$ cat src/rtl/switch_port_arbiter.sv
// Round-robin scheduler sharing one output port between NREQ input queues, with burst hold.
// Latency: a request seen with the output stage EMPTY gives valid_op=1 on the next cycle.
// Back-pressure: suspend_op freezes the FULL output stage and suppresses all grants.
//
// Ports:
//   clk, reset       clock and asynchronous active-high reset
//   req_i, data_i    per-queue request and head packet (queue i at [i*DWIDTH +: DWIDTH])
//   gnt_o            combinational one-hot pop pulse to the winning queue
//   valid_op, data_op, src_op, suspend_op   output stage and downstream handshake
//   grant_cnt, stall_cnt                    statistics counters
// Optional statistics are built only when SWITCH_ARB_STATS_EN is defined;
// otherwise grant_cnt and stall_cnt read as zero.

module switch_port_arbiter #(
  parameter int NREQ      = 4,
  parameter int DWIDTH    = 16,
  parameter int MAX_BURST = 2
) (
  input  logic                     clk,
  input  logic                     reset,
  input  logic [NREQ-1:0]          req_i,
  input  logic [NREQ*DWIDTH-1:0]   data_i,
  output logic [NREQ-1:0]          gnt_o,
  output logic                     valid_op,
  output logic [DWIDTH-1:0]        data_op,
  output logic [1:0]               src_op,
  input  logic                     suspend_op,
  output logic [NREQ*16-1:0]       grant_cnt,
  output logic [15:0]              stall_cnt
);

  localparam int BW = (MAX_BURST > 1) ? $clog2(MAX_BURST) : 1;
  localparam logic [BW-1:0] BURST_LAST = BW'(MAX_BURST - 1);

  typedef enum logic {EMPTY, FULL} state_t;

  state_t          state_q, state_d;
  logic [1:0]      rr_ptr;
  logic [1:0]      last_src;
  logic            last_vld;   // last_src is meaningful only after the first grant
  logic [BW-1:0]   burst_cnt;

  logic            arb_en;
  logic            grant;
  logic            burst_open;
  logic            hold;
  logic            drop;
  logic [1:0]      base;
  logic [1:0]      winner;
  logic            found;
  logic [1:0]      idx;
  logic [BW-1:0]   next_burst;
  logic            burst_end;
  logic [1:0]      next_ptr;

  always_comb begin
    arb_en     = (state_q == EMPTY) || !suspend_op;
    // A burst is still open while the last winner has hold budget left.
    burst_open = last_vld && (burst_cnt < BURST_LAST);
    hold       = burst_open && req_i[last_src];
    // The burst owner went idle mid-burst: skip past it rather than the stale pointer.
    drop       = burst_open && !req_i[last_src];
    base       = drop ? (last_src + 2'd1) : rr_ptr;

    winner = base;
    found  = 1'b0;
    idx    = base;
    for (int k = 0; k < 4; k++) begin
      idx = base + 2'(k);
      if (!found && req_i[idx]) begin
        winner = idx;
        found  = 1'b1;
      end
    end
    if (hold) winner = last_src;

    // Queues must not pop while reset is held.
    grant = arb_en && (|req_i) && !reset;
    gnt_o = grant ? (NREQ'(1) << winner) : '0;

    next_burst = hold ? (burst_cnt + BW'(1)) : '0;
    burst_end  = (next_burst == BURST_LAST);
    next_ptr   = burst_end ? (winner + 2'd1) : (drop ? (last_src + 2'd1) : rr_ptr);

    state_d = state_q;
    if (grant)                                 state_d = FULL;
    else if (state_q == FULL && !suspend_op)   state_d = EMPTY;
  end

  always_ff @(posedge clk or posedge reset) begin
    if (reset) begin
      state_q   <= EMPTY;
      data_op   <= '0;
      src_op    <= '0;
      rr_ptr    <= '0;
      last_src  <= '0;
      last_vld  <= 1'b0;
      burst_cnt <= '0;
    end else begin
      state_q <= state_d;
      if (grant) begin
        data_op   <= data_i[32'(winner)*DWIDTH +: DWIDTH];
        src_op    <= winner;
        last_src  <= winner;
        last_vld  <= 1'b1;
        burst_cnt <= next_burst;
        rr_ptr    <= next_ptr;
      end
    end
  end

  assign valid_op = (state_q == FULL);

`ifdef SWITCH_ARB_STATS_EN
  logic [15:0] gcnt [NREQ];
  logic [15:0] scnt;

  for (genvar g = 0; g < NREQ; g++) begin : g_gcnt
    always_ff @(posedge clk or posedge reset) begin
      if (reset)                                gcnt[g] <= '0;
      else if (gnt_o[g] && gcnt[g] != 16'hFFFF) gcnt[g] <= gcnt[g] + 16'd1;
    end
    assign grant_cnt[g*16 +: 16] = gcnt[g];
  end

  always_ff @(posedge clk or posedge reset) begin
    if (reset)                                         scnt <= '0;
    else if (valid_op && suspend_op && scnt != 16'hFFFF) scnt <= scnt + 16'd1;
  end
  assign stall_cnt = scnt;
`else
  assign grant_cnt = '0;
  assign stall_cnt = '0;
`endif

endmodule

$ cat config.mk
export PLATFORM = sky130hd
export DESIGN_NAME = switch_port_arbiter
export DESIGN_NICKNAME = d
export VERILOG_FILES = /design/src/rtl/switch_port_arbiter.sv
export SDC_FILE = /design/constraint.sdc
export NUM_CORES = 1
export LEC_CHECK = 0
export ABC_AREA = 1
export CORE_MARGIN = 2
export CORE_UTILIZATION = 39
export DETAILED_ROUTE_END_ITERATION = 8
export GPL_ROUTABILITY_DRIVEN = 0
export PLACE_DENSITY_LB_ADDON = 0.25
export REMOVE_ABC_BUFFERS = 1
export SYNTH_ARGS = -nofsm -noshare
export SYNTH_HDL_FRONTEND = slang
export SYNTH_SLANG_ARGS = --single-unit
$ cat constraint.sdc
create_clock -name clk -period 2.83 [get_ports clk]
set_input_delay 0.4245 -clock clk [delete_from_list [all_inputs] [get_ports clk]]
set_output_delay 0.4245 -clock clk [all_outputs]
set_load 0.05 [all_outputs]
### Yosys cells after proc, flatten, opt, wreduce, memory -nomap -nowiden

Cells that the tools add are included.

* add/subtract/negate cells: 6
* order comparisons: 6
* shift operators: 2
* mux-type cells: 23
* bitwise gates (word level): 1
* reduce and logical (&&, ||, !) cells: 18

Operator list (count)
* 64-bit by 7-bit variable part select with 16-bit output: 1
* 2-bit by 3-bit < comparator with 1-bit output (second input constant): 5
* 2-bit two-way mux: 6
* 1-bit two-way mux: 11
* 1-bit binary-select mux with 2-bit select: 5
* 1-bit logical AND: 9
* 2-bit by 1-bit adder with 2-bit output (second input constant): 3
* 1-bit zero test: 6
* 2-bit adder (second input constant): 2
* 4-bit two-way mux: 1
* 4-bit OR reduction: 1
* 1-bit by 2-bit left shift with 4-bit output (first input constant): 1
* 2-bit nonzero test: 1
* 1-bit adder (second input constant): 1
* 1-bit logical OR: 1
* 1-bit < comparator (second input constant): 1
* 1-bit NOT: 1

* register bits after elaboration: 23
* input port bits: 71
* output and inout bits: 103
* word-level logic and storage cells: 62

### Logic depth before layout (Yosys ltp)

Gate-level depths: netlist (run 1).

* word-level depth: 20
* depth in mapped cells: 23
* depth with buffers taken out: 21

### Least setup slack after synthesis (run 1)

OpenSTA, ideal clock, no wires.

* kind: register to output
* from: register, netlist name src_op[0]
* to: output port gnt_o[0]
* arrival: 3.335 ns
* data required time: 2.406 ns
* setup slack: -0.930 ns
* stages on the path, launching flop included: 17
* path buffers: 2
* cell sequence: dfrtp_1 > buf_6 > inv_4 > nand2_1 > nand3_4 > nand3_2 > nand2_2 > nand2_4 > nand2_1 > nand3_1 > nand2_2 > nor2_4 > nand3_2 > nand3_2 > buf_4 > nand2_1 > nor3_1

RTL lines
* end, declared: RTL line 23 `output logic [NREQ-1:0] gnt_o,`

==> flow_metrics.tcl, run 1 <==
set metrics [dict create \
    synth_top_cells_by_area "sky130_fd_sc_hd__buf_4 (21%), sky130_fd_sc_hd__nand2_1 (20%), sky130_fd_sc_hd__dfrtp_1 (20%)" \
    hpwlAfterDp_mm 5.72 \
    cp_num_buf_inv 4 \
    post_route_cells_drive_above_1_share 0.204 \
    placedInstanceArea_um2 3800 \
    worstPathMaxFanout 9 \
    criticalPathCategory "reg2out" \
    synth_flop_cell "sky130_fd_sc_hd__dfrtp_1" \
    rsz_0062_raised_after_global_routing "yes" \
    start_util 0.402 \
    area_added_between_synthesis_and_finish_pct 43.0 \
    critPathLaunchType "flip-flop" \
    die_height_um 90.2 \
    final_antenna_net_count 0 \
    number_of_global_route_vias_before_repair 2869 \
    place_inst 658 \
    max_cap_violations 0 \
    fin_worst_skew_ns 0.00413 \
    preCtsSetupSlack_ns -0.485 \
    insertedDiodeCount 0 \
    grt_pass1_wl_mm 13.1 \
    slew_headroom 0.647 \
    totalWireLength_mm 8.13 \
    slew_viol_final 0 \
    synth_top_cell_area_share 0.215 \
    final.period_utilization 1.10 \
    setup_violations 4 \
    top_level_ports 174 \
    final.setup.worst_slack_ns -0.294 \
    synthesis.area_per_instance_um2 6.36 \
    detail_route.wl_per_cell_um 12.0 \
    finalCriticalPeriod_ns 3.12 \
    globalRoute.totalOverflow 0 \
    cts-buffers-inserted 3 \
    worstSetupPathDepth 18 \
    cts_max_path_buffers 2 \
    maximum_clock_frequency_mhz 320 \
    via_per_inst 4.43 \
    timing.critical_path.mode_cell "sky130_fd_sc_hd__nand2_2" \
    fillCellCount 676 \
    ys_seq_area_frac 0.199 \
    fp.dieW_um 90.2 \
    violations "negative setup slack" \
    buffer_ports.inserted 93 \
    mappedNetlistArea_um2 2900 \
    detail_route.drc_violations 0 \
    max_slew.worst_pin.slew_ns 0.527 \
    maximum_number_of_pins_on_one_net_before_global_route_repair 33 \
    post_cts_hold_buffer_count 0 \
    synth_cell_types 30 \
    worst_setup_hold_path_clk_slew_ns 0.09 \
    synth_edf_count 0 \
    clk_latency_ns 0.27 \
    final_cells 677 \
    slowest_stage "sky130_fd_sc_hd__dfrtp_2" \
    hold-worst-slack_ns 0.486 \
    drt_pass1_iterations 6 \
    grt_usage 0.191 \
    vias 3001 \
    cts_tree "done" \
    core_um2 7210 \
    status "complete, but fails checks" \
    die_outline_area_um2 8140 \
    post-route-cell-area_um2 4150 \
    holdPathStages 2 \
    cts_sinks 23 \
    grt_antenna_before_repair 0 \
    timing.critical_path.required_ns 2.41 \
    multi_input_area_um2 1870 \
    rows 31 \
    synthArstFlopShare 1.00 \
    netlist_instances 456 \
    worst_setup_path_end_kind "output port" \
    critical_path.cell_chain "inv_4 > nand2_4 > nand3_4 > nand4_2 > nand2_8 > nand2_1 > nand3_1 > nand2_2 > nor2_4 > nand2_2 > nand2_2 > nand3_2 > nand2_2 > nor2_4 > buf_6 > nor3_4 > buf_6 > buf_12" \
    nets 651 \
    hold_viol 0 \
    timing.critical_path.max_delay_family "simple AND/OR/NAND/NOR gates" \
    synth_warnings 0 \
    combined_flip_flop_and_latch_cell_area_um2 578 \
    max_stage_delay_ns 0.46 \
    drt_iter0_markers 97 \
    synth_seq_cells 23 \
    r2r_cells 22 \
    synth_largest_area_cell "sky130_fd_sc_hd__buf_4" \
    worst_hold_path_type "reg2reg" \
    cts_max_level 1 \
    arrival_ns 2.70 \
    root_buffer "sky130_fd_sc_hd__clkbuf_8" \
]
-- Yosys cell counts (2+ instances only) --
| cell | count |
|---|---|
| sky130_fd_sc_hd__nand4_1 | 3 |
| sky130_fd_sc_hd__nand3_4 | 2 |
| sky130_fd_sc_hd__nand2_2 | 8 |
| sky130_fd_sc_hd__inv_4 | 2 |
| sky130_fd_sc_hd__inv_1 | 43 |
| sky130_fd_sc_hd__nand4_2 | 2 |
| sky130_fd_sc_hd__buf_4 | 83 |
| sky130_fd_sc_hd__nand3_1 | 83 |
| sky130_fd_sc_hd__nand2_4 | 2 |
| sky130_fd_sc_hd__nand3_2 | 11 |
| sky130_fd_sc_hd__nor2_4 | 3 |
| sky130_fd_sc_hd__buf_2 | 4 |
| sky130_fd_sc_hd__clkbuf_1 | 6 |
| sky130_fd_sc_hd__buf_6 | 5 |
| sky130_fd_sc_hd__o21ai_0 | 4 |
| sky130_fd_sc_hd__nor2_1 | 6 |
| sky130_fd_sc_hd__nand2_1 | 154 |
| sky130_fd_sc_hd__dfrtp_1 | 23 |
-- stage by stage --
step,utilization,TNS (ns)
5_1_grt,0.575,-4.39
2_1_floorplan,-,-4.26
6_report,0.575,-1.02
4_1_cts,0.559,-0.879
3_3_place_gp,0.527,-5.39
3_5_place_dp,0.527,-7.16
-- what timing repair did --
| action | CTS | global route |
|---|---|---|
| resized for setup | 38 | 19 |
| pin swaps | 26 | 12 |
| cloned | 1 | 0 |
| setup buffers | 10 | 4 |
| setup endpoints to repair | 20 | 20 |
-- layout make-up --
type / count / area share
Clock buffer: 3 / 0.00996
Clock inverter: 1 / 0.00181
Inverter: 46 / 0.0441
Multi-Input combinational cell: 367 / 0.451
Sequential cell: 23 / 0.139
Tap cell: 99 / 0.0299
Timing Repair Buffer: 138 / 0.324
-- layer usage --
metal	routed length, µm	share of wire	GRT usage	vias up
met5	0	0	0	-
met4	81	0.010	0.0385	0
met3	640	0.079	0.0453	8
met2	4080	0.50	0.348	120
met1	3340	0.41	0.228	1364
li1	-	-	-	1509
-- path summary, 6_finish.rpt --
check,start,to,slack [ns]
setup / recovery,src_op[0],gnt_o[0],-0.29
min in group asynchronous,reset,data_op[12],0.52
hold reg to reg,data_op[1],data_op[1],0.49
hold / removal,data_op[1],data_op[1],0.49
setup reg to reg,src_op[0],data_op[11],0.02
max in group asynchronous,reset,src_op[0],2.05
-- cells by family (layout without fill, tap and decap cells) --
logic type               Yosys count  count (layout)  synth area share
AND/OR/NAND/NOR                  276             277             0.456
flip-flops                        23              23             0.199
AO/OA/AOI/OAI                      7               7            0.0147
XOR/XNOR                           2               2           0.00604
buffers and inverters            146             188             0.319
other                              1              80           0.00129
adder cells (fa/ha/maj)            1               1           0.00432
-- cell usage in the layout, fill, tap and decap left out --
master	n
sky130_fd_sc_hd__nand4_1	3
sky130_fd_sc_hd__dfrtp_2	2
sky130_fd_sc_hd__nand2_1	138
sky130_fd_sc_hd__conb_1	80
sky130_fd_sc_hd__nand2_8	1
sky130_fd_sc_hd__ha_2	1
sky130_fd_sc_hd__dfrtp_1	21
sky130_fd_sc_hd__buf_4	39
sky130_fd_sc_hd__xor2_2	1
sky130_fd_sc_hd__nand4_4	1
sky130_fd_sc_hd__nor2_1	3
sky130_fd_sc_hd__o21ai_0	4
sky130_fd_sc_hd__inv_6	1
sky130_fd_sc_hd__nand3_4	4
sky130_fd_sc_hd__nand4_2	1
sky130_fd_sc_hd__dlygate4sd2_1	4
sky130_fd_sc_hd__a21boi_2	1
sky130_fd_sc_hd__clkdlybuf4s50_1	85
sky130_fd_sc_hd__clkbuf_8	3
sky130_fd_sc_hd__nand3_2	11
sky130_fd_sc_hd__nor2_4	6
sky130_fd_sc_hd__nand3_1	81
sky130_fd_sc_hd__buf_12	6
sky130_fd_sc_hd__xnor2_1	1
sky130_fd_sc_hd__inv_4	2
sky130_fd_sc_hd__nand2_2	17
sky130_fd_sc_hd__clkinvlp_4	1
sky130_fd_sc_hd__nor3_4	1
sky130_fd_sc_hd__a21oi_1	1
sky130_fd_sc_hd__buf_6	4
sky130_fd_sc_hd__nand2_4	9
sky130_fd_sc_hd__inv_2	5
sky130_fd_sc_hd__nor2_2	1
sky130_fd_sc_hd__inv_1	38
sky130_fd_sc_hd__o22ai_1	1
-- worst register-to-register path: stages, from the launching register on --
cell	delay, ns
sky130_fd_sc_hd__dfrtp_2	0.46
sky130_fd_sc_hd__inv_4	0.10
sky130_fd_sc_hd__nand2_4	0.06
sky130_fd_sc_hd__nand3_4	0.11
sky130_fd_sc_hd__nand4_2	0.20
sky130_fd_sc_hd__nand2_8	0.16
sky130_fd_sc_hd__nand2_1	0.10
sky130_fd_sc_hd__nand3_1	0.12
sky130_fd_sc_hd__nand2_2	0.07
sky130_fd_sc_hd__nor2_4	0.18
sky130_fd_sc_hd__nand2_2	0.08
sky130_fd_sc_hd__nand2_2	0.08
sky130_fd_sc_hd__nand3_2	0.08
sky130_fd_sc_hd__nand2_2	0.09
sky130_fd_sc_hd__nor2_4	0.04
sky130_fd_sc_hd__buf_6	0.13
sky130_fd_sc_hd__buf_4	0.13
sky130_fd_sc_hd__buf_4	0.18
sky130_fd_sc_hd__inv_6	0.14
sky130_fd_sc_hd__nand2_1	0.08
sky130_fd_sc_hd__nand2_1	0.07
sky130_fd_sc_hd__nand2_1	0.05
sky130_fd_sc_hd__nand2_1	0.06
-- sequential cells by signal, summed over array words and instances (netlist names) --
| name | count |
|---|---|
| data_op | 16 |
| rr_ptr | 2 |
| src_op | 2 |
| burst_cnt | 1 |
| last_vld | 1 |
| valid_op | 1 |
Power of run 1 is not shown: default switching activity piles up to over one toggle a cycle in this logic, so the estimate is an artifact.
==> run 2: changes to the inputs <==
CORE_UTILIZATION = 42   (was 39)
clock period = 3.7 ns   (was 2.83 ns; I/O delays follow)
==> run 2 against run 1 <==
The run now ends clean. Routed wire length shrank 15%. Clock skew down 0.00094 ns. Non-clock buffer count down 34. Sequential share of layout area rose by 1.6 points. Worst setup slack improved by 0.43 ns. Worst hold slack worse by 0.012 ns. Flip-flop and latch count is the same. Final area shrank 11%. Final cell count shrank 8.0%. Highest routed layer unchanged. Core utilization decreased by 2.4 points. Clock-buffer cell count is the same. Die area fell by 6.8%.
==> flow_metrics.tcl, run 2 (synthesized netlist as in run 1, its figures left out) <==
set metrics [dict create \
    status "finished, final reports clean" \
    worstPathMaxFanout 10 \
    grt_antenna_before_repair 0 \
    area_added_between_synthesis_and_finish_pct 27.6 \
    grt_pass1_wl_mm 11.1 \
    detail_route.wl_per_cell_um 11.1 \
    rows 30 \
    cts_max_path_buffers 2 \
    met2_usage 0.323 \
    met3_usage 0.0464 \
    die_outline_area_um2 7580 \
    buffer_ports.inserted 93 \
    cts_max_level 1 \
    cts_sinks 23 \
    core_um2 6720 \
    slew_headroom 0.573 \
    maximum_number_of_pins_on_one_net_before_global_route_repair 33 \
    final_common_cell "sky130_fd_sc_hd__nand2_1" \
    top_usage_layer "met2" \
    grt_usage 0.179 \
    post_cts_hold_buffer_count 0 \
    insertedDiodeCount 0 \
    post_route_cells_drive_above_1_share 0.125 \
    max_slew.worst_pin.slew_ns 0.640 \
    layout.cells.most_common_list "sky130_fd_sc_hd__nand2_1 (148), sky130_fd_sc_hd__clkdlybuf4s50_1 (89), sky130_fd_sc_hd__nand3_1 (81), sky130_fd_sc_hd__conb_1 (80), sky130_fd_sc_hd__inv_1 (39)" \
    hold_viol 0 \
    fp.dieW_um 87.1 \
    totalWireLength_mm 6.94 \
    detail_route.drc_violations 0 \
    setup_violations 0 \
    via_per_inst 4.49 \
    place_inst 617 \
    final.period_utilization 0.965 \
    hpwlAfterDp_mm 5.33 \
    cts_tree "done" \
    final_util 0.550 \
    critPathLaunchType "input port" \
    largest_register_ff_count 16 \
    cts-buffers-inserted 3 \
    start_util 0.431 \
    vias 2800 \
    fin_worst_skew_ns 0.00320 \
    final_cells 623 \
    final_antenna_net_count 0 \
    globalRoute.totalOverflow 0 \
    top_level_ports 174 \
    hold-worst-slack_ns 0.474 \
    arrival_ns 3.01 \
    maximum_clock_frequency_mhz 280 \
    clk_latency_ns 0.26 \
    drt_pass1_iterations 4 \
    number_of_global_route_vias_before_repair 2593 \
    finalCriticalPeriod_ns 3.57 \
    worst_setup_path_end_kind "output port" \
    die_height_um 87.1 \
    root_buffer "sky130_fd_sc_hd__clkbuf_8" \
    timing.critical_path.required_ns 3.14 \
    biggestRegsByFlops "data_op (16), rr_ptr (2), src_op (2)" \
    criticalPathCategory "in2out" \
    largest-register "data_op" \
    drt_iter0_markers 94 \
    max_cap_violations 0 \
    slew_viol_final 0 \
    nets 616 \
    worst_hold_path_type "reg2reg" \
    grt_use_met1 0.211 \
    finalSetupTns_ns 0 \
    worst_setup_hold_path_clk_slew_ns 0.08 \
]
run 2: cell types whose count changed in the layout (fill, tap and decap cells not counted), sizes merged:
cell	previous run	this run
buf	49	15
clkdlybuf4s50	85	89
clkinv	0	1
clkinvlp	1	0
dlygate4sd2	4	0
nand2	165	164
run 2: final timing paths:
path,slack [ns],cells after the start,end,start
max in group asynchronous,2.81,3,data_op[5],reset
setup / recovery,0.13,19,gnt_o[3],req_i[3]
min in group asynchronous,0.66,3,src_op[0],reset
hold reg to reg,0.47,2,last_vld,last_vld
hold / removal,0.47,2,last_vld,last_vld
setup reg to reg,0.72,19,data_op[10],src_op[0]
run 2: worst max-delay path: stages:
cell and delay [ns]:
sky130_fd_sc_hd__clkdlybuf4s50_1 0.50, sky130_fd_sc_hd__inv_2 0.07, sky130_fd_sc_hd__nand2_2 0.08, sky130_fd_sc_hd__nand3_4 0.12, sky130_fd_sc_hd__nand3_4 0.11, sky130_fd_sc_hd__nand2_2 0.07
sky130_fd_sc_hd__nand2_4 0.12, sky130_fd_sc_hd__nand2_1 0.12, sky130_fd_sc_hd__nand3_1 0.10, sky130_fd_sc_hd__nand2_1 0.09, sky130_fd_sc_hd__nor2_4 0.15, sky130_fd_sc_hd__nand3_2 0.12
sky130_fd_sc_hd__nand3_2 0.10, sky130_fd_sc_hd__nand2_2 0.06, sky130_fd_sc_hd__nor2_4 0.17, sky130_fd_sc_hd__ha_1 0.16, sky130_fd_sc_hd__inv_1 0.06, sky130_fd_sc_hd__nor2_4 0.12
sky130_fd_sc_hd__buf_12 0.14
run 2: stage by stage:
stage | instance area, µm² | worst slack, ns
finish | 3700 | 0.131
CTS | 3630 | 0.0317
global route | 3700 | -0.0201
global placement | 3590 | 0.110
detailed placement | 3590 | 0.0405
floorplan | 2450 | -0.377
run 2: layout make-up:
type / instances / area, µm²
fill: 685 / 3020
inverter: 46 / 178
clock buffer: 3 / 41.3
clock inverter: 1 / 5.00
multi-input combinational: 366 / 1750
tap: 80 / 100
sequential: 23 / 576
timing repair buffer: 104 / 1050
run 2: layer usage:
layer / vias to the layer above / wire length [µm]
met1: 1253 / 3010
li1: 1440 / -
met3: 4 / 568
met2: 103 / 3330
met5: - / 0
met4: 0 / 27
run 2: what timing repair did:
item / 4_1_cts / 5_1_grt
setup buffers: 0 / 2
endpoints found under the setup margin: 0 / 4
gates resized for setup: 0 / 18
Power of run 2 is left out for the same reason.
==> run 3: changes to the inputs <==
SLEW_MARGIN = 20   (was default)
==> results of run 3 <==
The final DEF is identical to that of run 2; final timing and power are the same.
Power of run 3 is left out for the same reason.
